<file path="src/rtl/if_fetch.sv">
// if_fetch: PC and single-outstanding fetch to the icache, with an instruction queue
// presenting up to two sequential words per cycle to the IF/ID slot pair.
module if_fetch #(
    parameter logic [31:0] RESET_PC = 32'hBFC0_0000,
    parameter int          QDEPTH   = 8
) (
    input  logic        clk,
    input  logic        resetn,
    input  logic        redirect,
    input  logic [31:0] redirect_pc,
    input  logic [1:0]  D_pop,
    output logic        inst_req,
    output logic [31:0] inst_addr,
    input  logic        inst_addr_ok,
    input  logic        inst_data_ok,
    input  logic [63:0] inst_rdata,
    output logic        F_inst_ok1,
    output logic        F_inst_ok2,
    output logic [31:0] F_addr1,
    output logic [31:0] F_addr2,
    output logic [31:0] F_data1,
    output logic [31:0] F_data2,
    output logic        fetch_adel
);
    localparam int AW = $clog2(QDEPTH);
    typedef enum logic [1:0] {S_REQ, S_WAIT, S_DROP} state_e;
    state_e        state_q;
    logic [31:0]   pc_q, pc_d, req_pc_q;
    logic          halt_q, halt_d, adel_q;
    logic [AW:0]   count_q, count_d;
    logic [AW-1:0] head_q, head_d, tail_q, tail_d, head1, tail1;
    logic [31:0]   addr_q [QDEPTH];
    logic [31:0]   data_q [QDEPTH];
    logic          enq, two, misal;
    logic [1:0]    pop, n_enq;

    assign misal      = redirect_pc[1:0] != 2'b00;
    // Free-space test uses the registered count so a same-cycle pop never causes overflow.
    assign inst_req   = state_q == S_REQ && !redirect && !halt_q
                        && count_q <= (AW+1)'(QDEPTH - 2);
    assign inst_addr  = {pc_q[31:3], 3'b000};
    assign enq        = state_q == S_WAIT && inst_data_ok && !redirect;
    assign two        = !req_pc_q[2];
    assign n_enq      = enq ? (two ? 2'd2 : 2'd1) : 2'd0;
    assign pop        = redirect ? 2'd0 : D_pop;
    assign head1      = head_q + AW'(1);
    assign tail1      = tail_q + AW'(1);
    assign F_inst_ok1 = !redirect && count_q != '0;
    assign F_inst_ok2 = !redirect && count_q >= (AW+1)'(2);
    assign F_addr1    = F_inst_ok1 ? addr_q[head_q] : '0;
    assign F_data1    = F_inst_ok1 ? data_q[head_q] : '0;
    assign F_addr2    = F_inst_ok2 ? addr_q[head1] : '0;
    assign F_data2    = F_inst_ok2 ? data_q[head1] : '0;
    assign fetch_adel = adel_q;

    always_comb begin
        pc_d    = enq ? {req_pc_q[31:3], 3'b000} + 32'd8 : pc_q;
        halt_d  = halt_q;
        count_d = count_q + (AW+1)'(n_enq) - (AW+1)'(pop);
        head_d  = head_q + AW'(pop);
        tail_d  = tail_q + AW'(n_enq);
        if (redirect) begin
            pc_d    = redirect_pc;
            halt_d  = misal;
            count_d = '0;
            head_d  = '0;
            tail_d  = '0;
        end
    end

    always_ff @(posedge clk or negedge resetn) begin
        if (!resetn) begin
            state_q  <= S_REQ;
            pc_q     <= RESET_PC;
            req_pc_q <= '0;
            halt_q   <= 1'b0;
            adel_q   <= 1'b0;
            count_q  <= '0;
            head_q   <= '0;
            tail_q   <= '0;
        end else begin
            pc_q    <= pc_d;
            halt_q  <= halt_d;
            adel_q  <= redirect && misal;
            count_q <= count_d;
            head_q  <= head_d;
            tail_q  <= tail_d;
            case (state_q)
                S_REQ: if (inst_req && inst_addr_ok) begin
                    state_q  <= S_WAIT;
                    req_pc_q <= pc_q;
                end
                S_WAIT: state_q <= inst_data_ok ? S_REQ : (redirect ? S_DROP : S_WAIT);
                S_DROP: if (inst_data_ok) state_q <= S_REQ;
                default: state_q <= S_REQ;
            endcase
        end
    end

    // A request at PC[2]=1 carries only the upper word of the 8-byte block.
    always_ff @(posedge clk) begin
        if (enq) begin
            addr_q[tail_q] <= req_pc_q;
            data_q[tail_q] <= two ? inst_rdata[31:0] : inst_rdata[63:32];
            if (two) begin
                addr_q[tail1] <= req_pc_q + 32'd4;
                data_q[tail1] <= inst_rdata[63:32];
            end
        end
    end
endmodule

</file>
<file path="config.mk">
export PLATFORM = sky130hd
export DESIGN_NAME = if_fetch
export DESIGN_NICKNAME = d
export VERILOG_FILES = /design/src/rtl/if_fetch.sv
export SDC_FILE = /design/constraint.sdc
export NUM_CORES = 1
export LEC_CHECK = 0
export ABC_CLOCK_PERIOD_IN_PS = 10200
export BUFFER_PORTS_ARGS = -buffer_cell sky130_fd_sc_hd__buf_4
export CORE_MARGIN = 2
export CORE_UTILIZATION = 40
export CTS_BUF_LIST = sky130_fd_sc_hd__clkbuf_16
export CTS_CLUSTER_SIZE = 25
export DETAILED_ROUTE_END_ITERATION = 10
export HOLD_SLACK_MARGIN = 0.05
export PLACE_DENSITY = 0.63
export SLEW_MARGIN = 10
export SYNTH_ARGS = -nofsm -noshare
export SYNTH_HDL_FRONTEND = slang
export SYNTH_SLANG_ARGS = --single-unit
</file>
<file path="constraint.sdc">
create_clock -name clk -period 10.2 [get_ports clk]
set_clock_uncertainty 0.05 [all_clocks]
set_input_delay 2.04 -clock clk [delete_from_list [all_inputs] [get_ports clk]]
set_output_delay 2.04 -clock clk [all_outputs]
set_load 0.02 [all_outputs]
</file>
* After elaboration in Yosys (flattened, before gate mapping)
Memories as Yosys holds them, arrays and structs flattened.
Cells that the tools add are included.
** Operators by class
- Add/subtract/negate cells :: 8
- $lt $le $gt $ge :: 2
- Equality and inequality tests :: 4
- Multiplexer cells :: 23
- Reductions and logical operators :: 17
** Operator list (number)
- two-way mux 32 bit :: 7
- adder 32 x 3 -> 32 bit (second input constant) :: 1
- adder 32 x 4 -> 32 bit (second input constant) :: 1
- two-way mux 2 bit :: 7
- logical AND 1 bit :: 9
- adder 3 x 1 -> 3 bit (second input constant) :: 2
- adder 3 x 2 -> 3 bit :: 2
- two-way mux 3 bit :: 2
- case mux 2 bit (3 select lines) :: 1
- two-way mux 1 bit :: 5
- adder 4 x 2 -> 4 bit :: 1
- >= comparator 4 x 2 -> 1 bit (second input constant) :: 1
- less-or-equal comparator 4 x 3 -> 1 bit (second input constant) :: 1
- two-way mux 4 bit :: 1
- AND reduction 2 bit :: 2
- nonzero test 2 bit :: 2
- nonzero test 4 bit :: 1
- subtractor 4 x 2 -> 4 bit :: 1
- == test 2 x 1 -> 1 bit (second input constant) :: 1
- == test 2 bit (second input constant) :: 1
- logical NOT 1 bit :: 2
- logical NOT 2 bit :: 1
- != test 2 x 1 -> 1 bit (second input constant) :: 1
- != test 2 bit (second input constant) :: 1
** Word-level totals
- Register bits :: 78
- Memory bits (writable) :: 512
- Bits of input ports :: 103
- Output and inout port bits :: 164
- Word-level logic and storage cells :: 64
- Memories :: 2
** Memories
- addr_q :: words 8, bits a word 32, read ports 2, clocked after memory_dff 0, wr ports 2, line 32 : logic [31:0] addr_q [QDEPTH];
- data_q :: words 8, bits a word 32, read ports 2, clocked after memory_dff 0, wr ports 2, line 33 : logic [31:0] data_q [QDEPTH];

* Longest topological paths before layout
Gate-level depths: netlist of run 1.
- Word-level depth :: 7
- Mapped depth :: 10
- Depth with buffers taken out :: 9

* Worst setup path after synthesis of run 1
OpenSTA, ideal clock, no wires.
- Kind :: input -> register
- From :: input redirect
- To :: memory addr_q[0][0], enable pin
- Library setup time :: 0.661 ns
- Data arrival time :: 8.908 ns
- Data required time :: 9.489 ns
- Setup slack :: 0.581 ns
- Cell stages on the path :: 3
- Path buffers :: 1
- Cells stage by stage :: nand4bb_1 > clkbuf_1 > o41ai_1
** RTL lines
- start: declaration :: line 9 : input logic redirect,
- end: declaration :: line 32

* Final worst setup path of run 1
- From :: input redirect
- To :: output F_addr2[18]
** Between the ends
- Word-level cells in the longest chain between the ends :: 3
** RTL lines
- logical NOT 1 bit :: line 49 : assign F_inst_ok2 = !redirect && count_q >= (AW+1)'(2);
- logical AND 1 bit :: line 49
- two-way mux 32 bit :: line 52 : assign F_addr2 = F_inst_ok2 ? addr_q[head1] : '0;
- end: declaration :: line 20 : output logic [31:0] F_addr2,
Every way passes these cells.

==> results of run 1 <==
==> power by group <==
group          internal (mW)  switching, mW
Clock                   1.37          0.986
Sequential              2.96          0.366
Combinational          0.862           1.06
==> worst paths after layout <==
| check | slack (ps) | to | from | depth (start not counted) |
|---|---|---|---|---|
| max in group asynchronous | 7730 | req_pc_q[2] | resetn | 2 |
| hold / removal | 430 | halt_q | halt_q | 1 |
| hold reg to reg | 430 | halt_q | halt_q | 1 |
| setup reg to reg | 5770 | addr_q[2][22] | state_q[1] | 5 |
| min in group asynchronous | 1220 | req_pc_q[24] | resetn | 1 |
| setup / recovery | 3500 | F_addr2[18] | redirect | 6 |
==> cell usage in the layout (no fill, tap or decap), types with 32 or more instances in the layout <==
| cell | instances |
|---|---|
| edfxtp_1 | 512 |
| nor2_1 | 377 |
| a21oi_1 | 336 |
| buf_4 | 301 |
| nand2_1 | 282 |
| mux4_2 | 256 |
| mux2i_1 | 101 |
| xnor2_1 | 95 |
| clkbuf_16 | 70 |
| dfrtp_1 | 65 |
| xor2_1 | 43 |
| inv_1 | 36 |
| o21ai_0 | 33 |
| mux2_2 | 32 |
==> area by class of cell <==
cell class                 count  area [um^2]  share of cell area, %
sequential                   590        17400                   46.5
multi-input combinational   1719        14100                   37.8
timing repair buffer         303         2300                   6.16
clock buffer                  70         1750                   4.69
tap                         1070         1340                   3.59
clock inverter                51          394                   1.06
inverter                      15         56.3                  0.151
==> per-stage QoR <==
step	total power [mW]	area, um^2
2_1_floorplan	4.73	33000
3_3_place_gp	5.21	35200
3_5_place_dp	5.29	35200
4_1_cts	7.65	37300
5_1_grt	7.93	37300
6_report	7.60	37300
==> layer usage <==
metal  up-vias  wire (um)  global-route usage [%]
met5         -          0                       0
met4         0       2830                    7.62
met3       175       7270                    3.67
met2      1003      46800                    37.5
met1     11300      38300                    29.2
li1       9768          -                       -
==> cells by family after synthesis <==
kind of cell	synth area share, %
fa+ha+maj	0.736
simple gates	9.75
xor+xnor	3.72
compound gates	6.27
other cells	0.0114
buf+inv	5.28
flops	52.6
mux	21.6
==> state kept, by name, summed over array words and instances (netlist names) <==
register    count
count_q         4
data_q        256
head_q          3
req_pc_q       32
tail_q          3
pc_q           32
fetch_adel      1
halt_q          1
addr_q        256
state_q         2
==> results.yml, run 1 <==
die:
  row_count: 105
  initial_core_util_pct: 40.3
  core_mm2: 0.0818
  ios: 267
  die_area_mm2: 0.0847
  die_w_um: 291
  die_y_um: 291
routing:
  dr.pass1.iters: 5
  drt-wirelength-per-cell_um: 24.9
  drt_iter0_drc: 1958
  drc: 0
  wl_um: 95200
  drtAntennaViolNets: 0
  vias: 22200
  vias_per_cell: 5.82
worst_setup_path:
  crit_family: "buffers and inverters"
  critPathArrivalTime_ps: 4610
  path_cells: "buf_4 > inv_1 > buf_4 > nand2_4 > a21oi_1 > buf_4"
  crit_type: "in2out"
  required_ps: 8110
  cp_slowest_stage_delay_ps: 790
  cp_slowest_cell: "a21oi_1"
  crit_top_cell: "buf_4"
  critPathLaunchType: "input port"
  crit_fanout: 69
  end_kind: "output port"
  cp_num_buf_inv: 4
clocking:
  htreeDepth: 3
  insertion_delay_ps: 620
  cts_root_buf: "clkbuf_16"
  ctsResizeCount: 0
  cts_tree: "done"
  path_clk_slew_ps: 50
  clockBufferDepth: 3
  cts_buffers: 67
  postCtsSetupBuffers: 0
  cts.sinks: 590
  cts_hold_buf: 0
logic_synthesis:
  ys_warn_count: 0
  synthTopCellsByArea: "edfxtp_1 47%, mux4_2 17%, dfrtp_1 5.2%"
  synth_common_cells: "512 x edfxtp_1, 377 x nor2_1, 336 x a21oi_1"
  synth.most_common_cell: "edfxtp_1"
  async_flop_share_pct: 13.2
  yosys_register_bits: 590
  synth_ff_type: "edfxtp_1"
  syn_inst: 2725
  ys_types: 50
  yosys.area.top_type: "edfxtp_1"
  syn_area_mm2: 0.0330
  syn_area_per_cell_um2: 12.1
  synth_edf_count: 512
  netlist.area_leader.share_pct: 46.6
  ys_seq_area_share_pct: 52.6
layout:
  area_growth_pct: 13.2
  nFillCells: 7301
  diodes: 0
  fin_util_pct: 45.6
  post_route_cells_drive_above_1_share_pct: 26.7
  fin_nets: 2816
  final_cells: 3818
sta:
  tightest_slew_ps: 1240
  hold-worst-slack_ps: 433
  rsz0062_at_grt: "false"
  max-slew-margin-rel_pct: 17.1
  fin_setup_tns_ps: 0
  hold_violations: 0
  layout_min_cycle_time_ps: 6700
  post-route-period-util_pct: 65.7
  finalSetupViolCount: 0
  fmax_ghz: 0.149
  drv_slew: 0
  setup_ws_ps: 3500
placed_design:
  post-place-ws_ps: 3570
  dp_hpwl_um: 57000
  io_buffers: 263
  gp_congestion: 0.772
  dp_cells: 3697
job:
  max-cap-violations: 0
power_and_ir_drop:
  p_per_area_mw_per_mm2: 204
  p_leak_nw: 13.0
  vdd_drop_max_mv: 0.146
global_routing:
  grt_usage_pct: 22.3
  grt_first_pass_wirelength_um: 142000
  grt_pass1_vias: 23100
  antenna_found_initial: 0
  grt_max_degree: 123
  grt-ovfl-total: 0
worst_hold_path:
  hp-class: "reg2reg"
outcome:
  status: "completed"
Power figures use the tool's default switching activity.
==> inputs of run 2 (changes only) <==
- ABC_AREA: default -> 1
- ABC_CLOCK_PERIOD_IN_PS: 10200 -> 6000
- PLACE_DENSITY: 0.63 -> 0.65
- clock period: 10.2 -> 6 ns (I/O delays scaled with it)
==> run 2 against run 1 <==
Effect of this change: sequential power increased by 68%; global-route usage up 1.6 points; via count rose by 36%; critical path depth increased by 1; combinational power up 130%; setup slack worse by 2800 ps; routed wire length grew 16%; final area up 4.3%.
==> results.yml, run 2 <==
logic_synthesis:
  netlist.area_leader.share_pct: 43.9
  syn_area_mm2: 0.0350
  synthAdderAreaFrac_pct: 0.693
  synth.most_common_cell: "nand2_1"
  yosys.area.top_type: "edfxtp_1"
  ys_seq_area_share_pct: 49.5
  ys_types: 46
  synth_compound_area_share_pct: 22.1
  ys_warn_count: 0
  synth_edf_count: 512
  synth_ff_type: "edfxtp_1"
  syn_area_per_cell_um2: 8.19
  synth.mux.area_fraction_pct: 0
  yosys_register_bits: 590
  synth_common_cells: "810 x nand2_1, 701 x o21ai_0, 512 x edfxtp_1"
  synth_top_family_by_area: "compound AO/OA/AOI/OAI gates"
  yosys.area_share.simple_pct: 17.6
  synth_xor_area_share_pct: 0.550
  syn_inst: 4278
  async_flop_share_pct: 13.2
  synthTopCellsByArea: "edfxtp_1 44%, o21ai_0 10%, nand2_1 8.7%"
layout:
  fin_nets: 4306
  fin_area_mm2: 0.0389
  layout_commonest_cell: "nand2_1"
  reg.largest.list: "addr_q x256, data_q x256"
  nFillCells: 8411
  post_route_cells_drive_above_1_share_pct: 14.7
  area_growth_pct: 11.0
  multi_input_area_mm2: 0.0145
  final_cells: 5395
  register_area_mm2: 0.0173
  most-common-layout-cells: "809 x nand2_1, 695 x o21ai_0, 512 x edfxtp_1"
routing:
  drt_iter0_drc: 3303
  drt-wirelength-per-cell_um: 20.4
  vias: 30200
  vias_per_cell: 5.59
  drc: 0
  drtAntennaViolNets: 0
  wl_um: 110000
  dr.pass1.iters: 6
sta:
  post-route-period-util_pct: 88.6
  rsz0062_at_grt: "false"
  hold_violations: 0
  fin_setup_tns_ps: 0
  hold-worst-slack_ps: 440
  max-slew-margin-rel_pct: 12.8
  fmax_ghz: 0.188
  drv_slew: 0
  tightest_slew_ps: 1310
  layout_min_cycle_time_ps: 5320
  finalSetupViolCount: 0
global_routing:
  grt_usage_pct: 23.8
  grt_pass1_vias: 27700
  grt_max_degree: 267
  grt_first_pass_wirelength_um: 166000
  antenna_found_initial: 2
  grt-ovfl-total: 0
worst_hold_path:
  hold_start: "pc_q[25]"
  hp-class: "reg2reg"
clocking:
  htreeDepth: 3
  insertion_delay_ps: 610
  cts_root_buf: "clkbuf_16"
  ctsResizeCount: 0
  path_clk_slew_ps: 60
  cts_hold_buf: 0
  cts_buffers: 68
  postCtsSetupBuffers: 0
  cts.sinks: 590
  clockBufferDepth: 3
  cts_tree: "done"
placed_design:
  dp_hpwl_um: 68600
  gp_congestion: 0.881
  io_buffers: 263
  dp_cells: 5270
  dpl_cell_area_mm2: 0.0366
power_and_ir_drop:
  p_per_area_mw_per_mm2: 366
  vdd_drop_max_mv: 0.204
  p_leak_nw: 14.9
  power.total_mw: 14.2
worst_setup_path:
  required_ps: 4750
  crit_start: "head_q[0]"
  critPathLaunchType: "flip-flop"
  r2r-start: "tail_q[0]"
  critPathArrivalTime_ps: 4070
  end_kind: "output port"
  crit_type: "reg2out"
  crit_fanout: 74
die:
  die_y_um: 300
  row_count: 108
  initial_core_util_pct: 40.4
  ios: 267
  die_area_mm2: 0.0900
  die_w_um: 300
  core_mm2: 0.0868
outcome:
  status: "completed"
job:
  max-cap-violations: 0
run 2: cell count changes after synthesis, sizes merged, moves of 55 or more:
cell / change
nand3: +140
o21ai: +1033
buf: +91
nor3: +55
xnor2: -89
mux2i: -101
mux4: -256
inv: +226
or2: +62
nand2: +533
run 2: logic make-up (layout without fill, tap and decap cells):
kind of cell,Yosys count,count (layout)
AOI/OAI and AO/OA,1476,1476
and+or+nand+nor,1459,1459
buffers and inverters,716,675
DFF,590,590
xor gates and xnor gates,19,19
adders and majority gates,17,17
other,1,4
run 2: worst paths after layout:
check / endpoint / slack [ps] / cells after the start
min in group asynchronous: fetch_adel / 710 / 1
max in group asynchronous: head_q[0] / 4440 / 1
max reg2reg: addr_q[0][3] / 2250 / 8
min reg2reg: pc_q[25] / 440 / 2
max: F_addr2[13] / 680 / 7
min: pc_q[25] / 440 / 2
run 2: where the power goes:
part	switching, mW	total (mW)	internal, mW
sequential	0.488	5.59	5.11
clock	1.75	4.24	2.49
combinational	2.94	4.40	1.46
run 2: final cells by class:
type / count / share of cell area (%)
diodes: 1 / 0.00643
clock buffers: 71 / 4.57
clock inverters: 52 / 1.20
inverters: 243 / 2.41
multi-input cells: 2974 / 37.3
flip-flops and latches: 590 / 44.6
well taps: 1155 / 3.71
repair buffers: 309 / 6.24
run 2: layer usage:
| metal | global-route usage [%] | vias to the layer above | wire length (um) |
|---|---|---|---|
| li1 | - | 14400 | - |
| met1 | 32.5 | 14200 | 45800 |
| met2 | 38.6 | 1344 | 51800 |
| met3 | 3.41 | 218 | 8850 |
| met4 | 8.77 | 0 | 3510 |
| met5 | 0 | - | 0 |
run 2: worst max-delay path, stage by stage (launching register included):
cell and delay (ps):
dfrtp_4 750, ha_4 1000, buf_4 460, a21oi_1 60, o21ai_0 120, a21oi_1 130, nor3_1 660, buf_4 270
run 2: metrics by stage:
stage          worst slack [ps]  utilization (%)
3_3_place_gp               1280             42.2
3_5_place_dp               1290             42.2
4_1_cts                     752             44.8
2_1_floorplan             -2910                -
5_1_grt                     525             44.8
6_report                    684             44.8
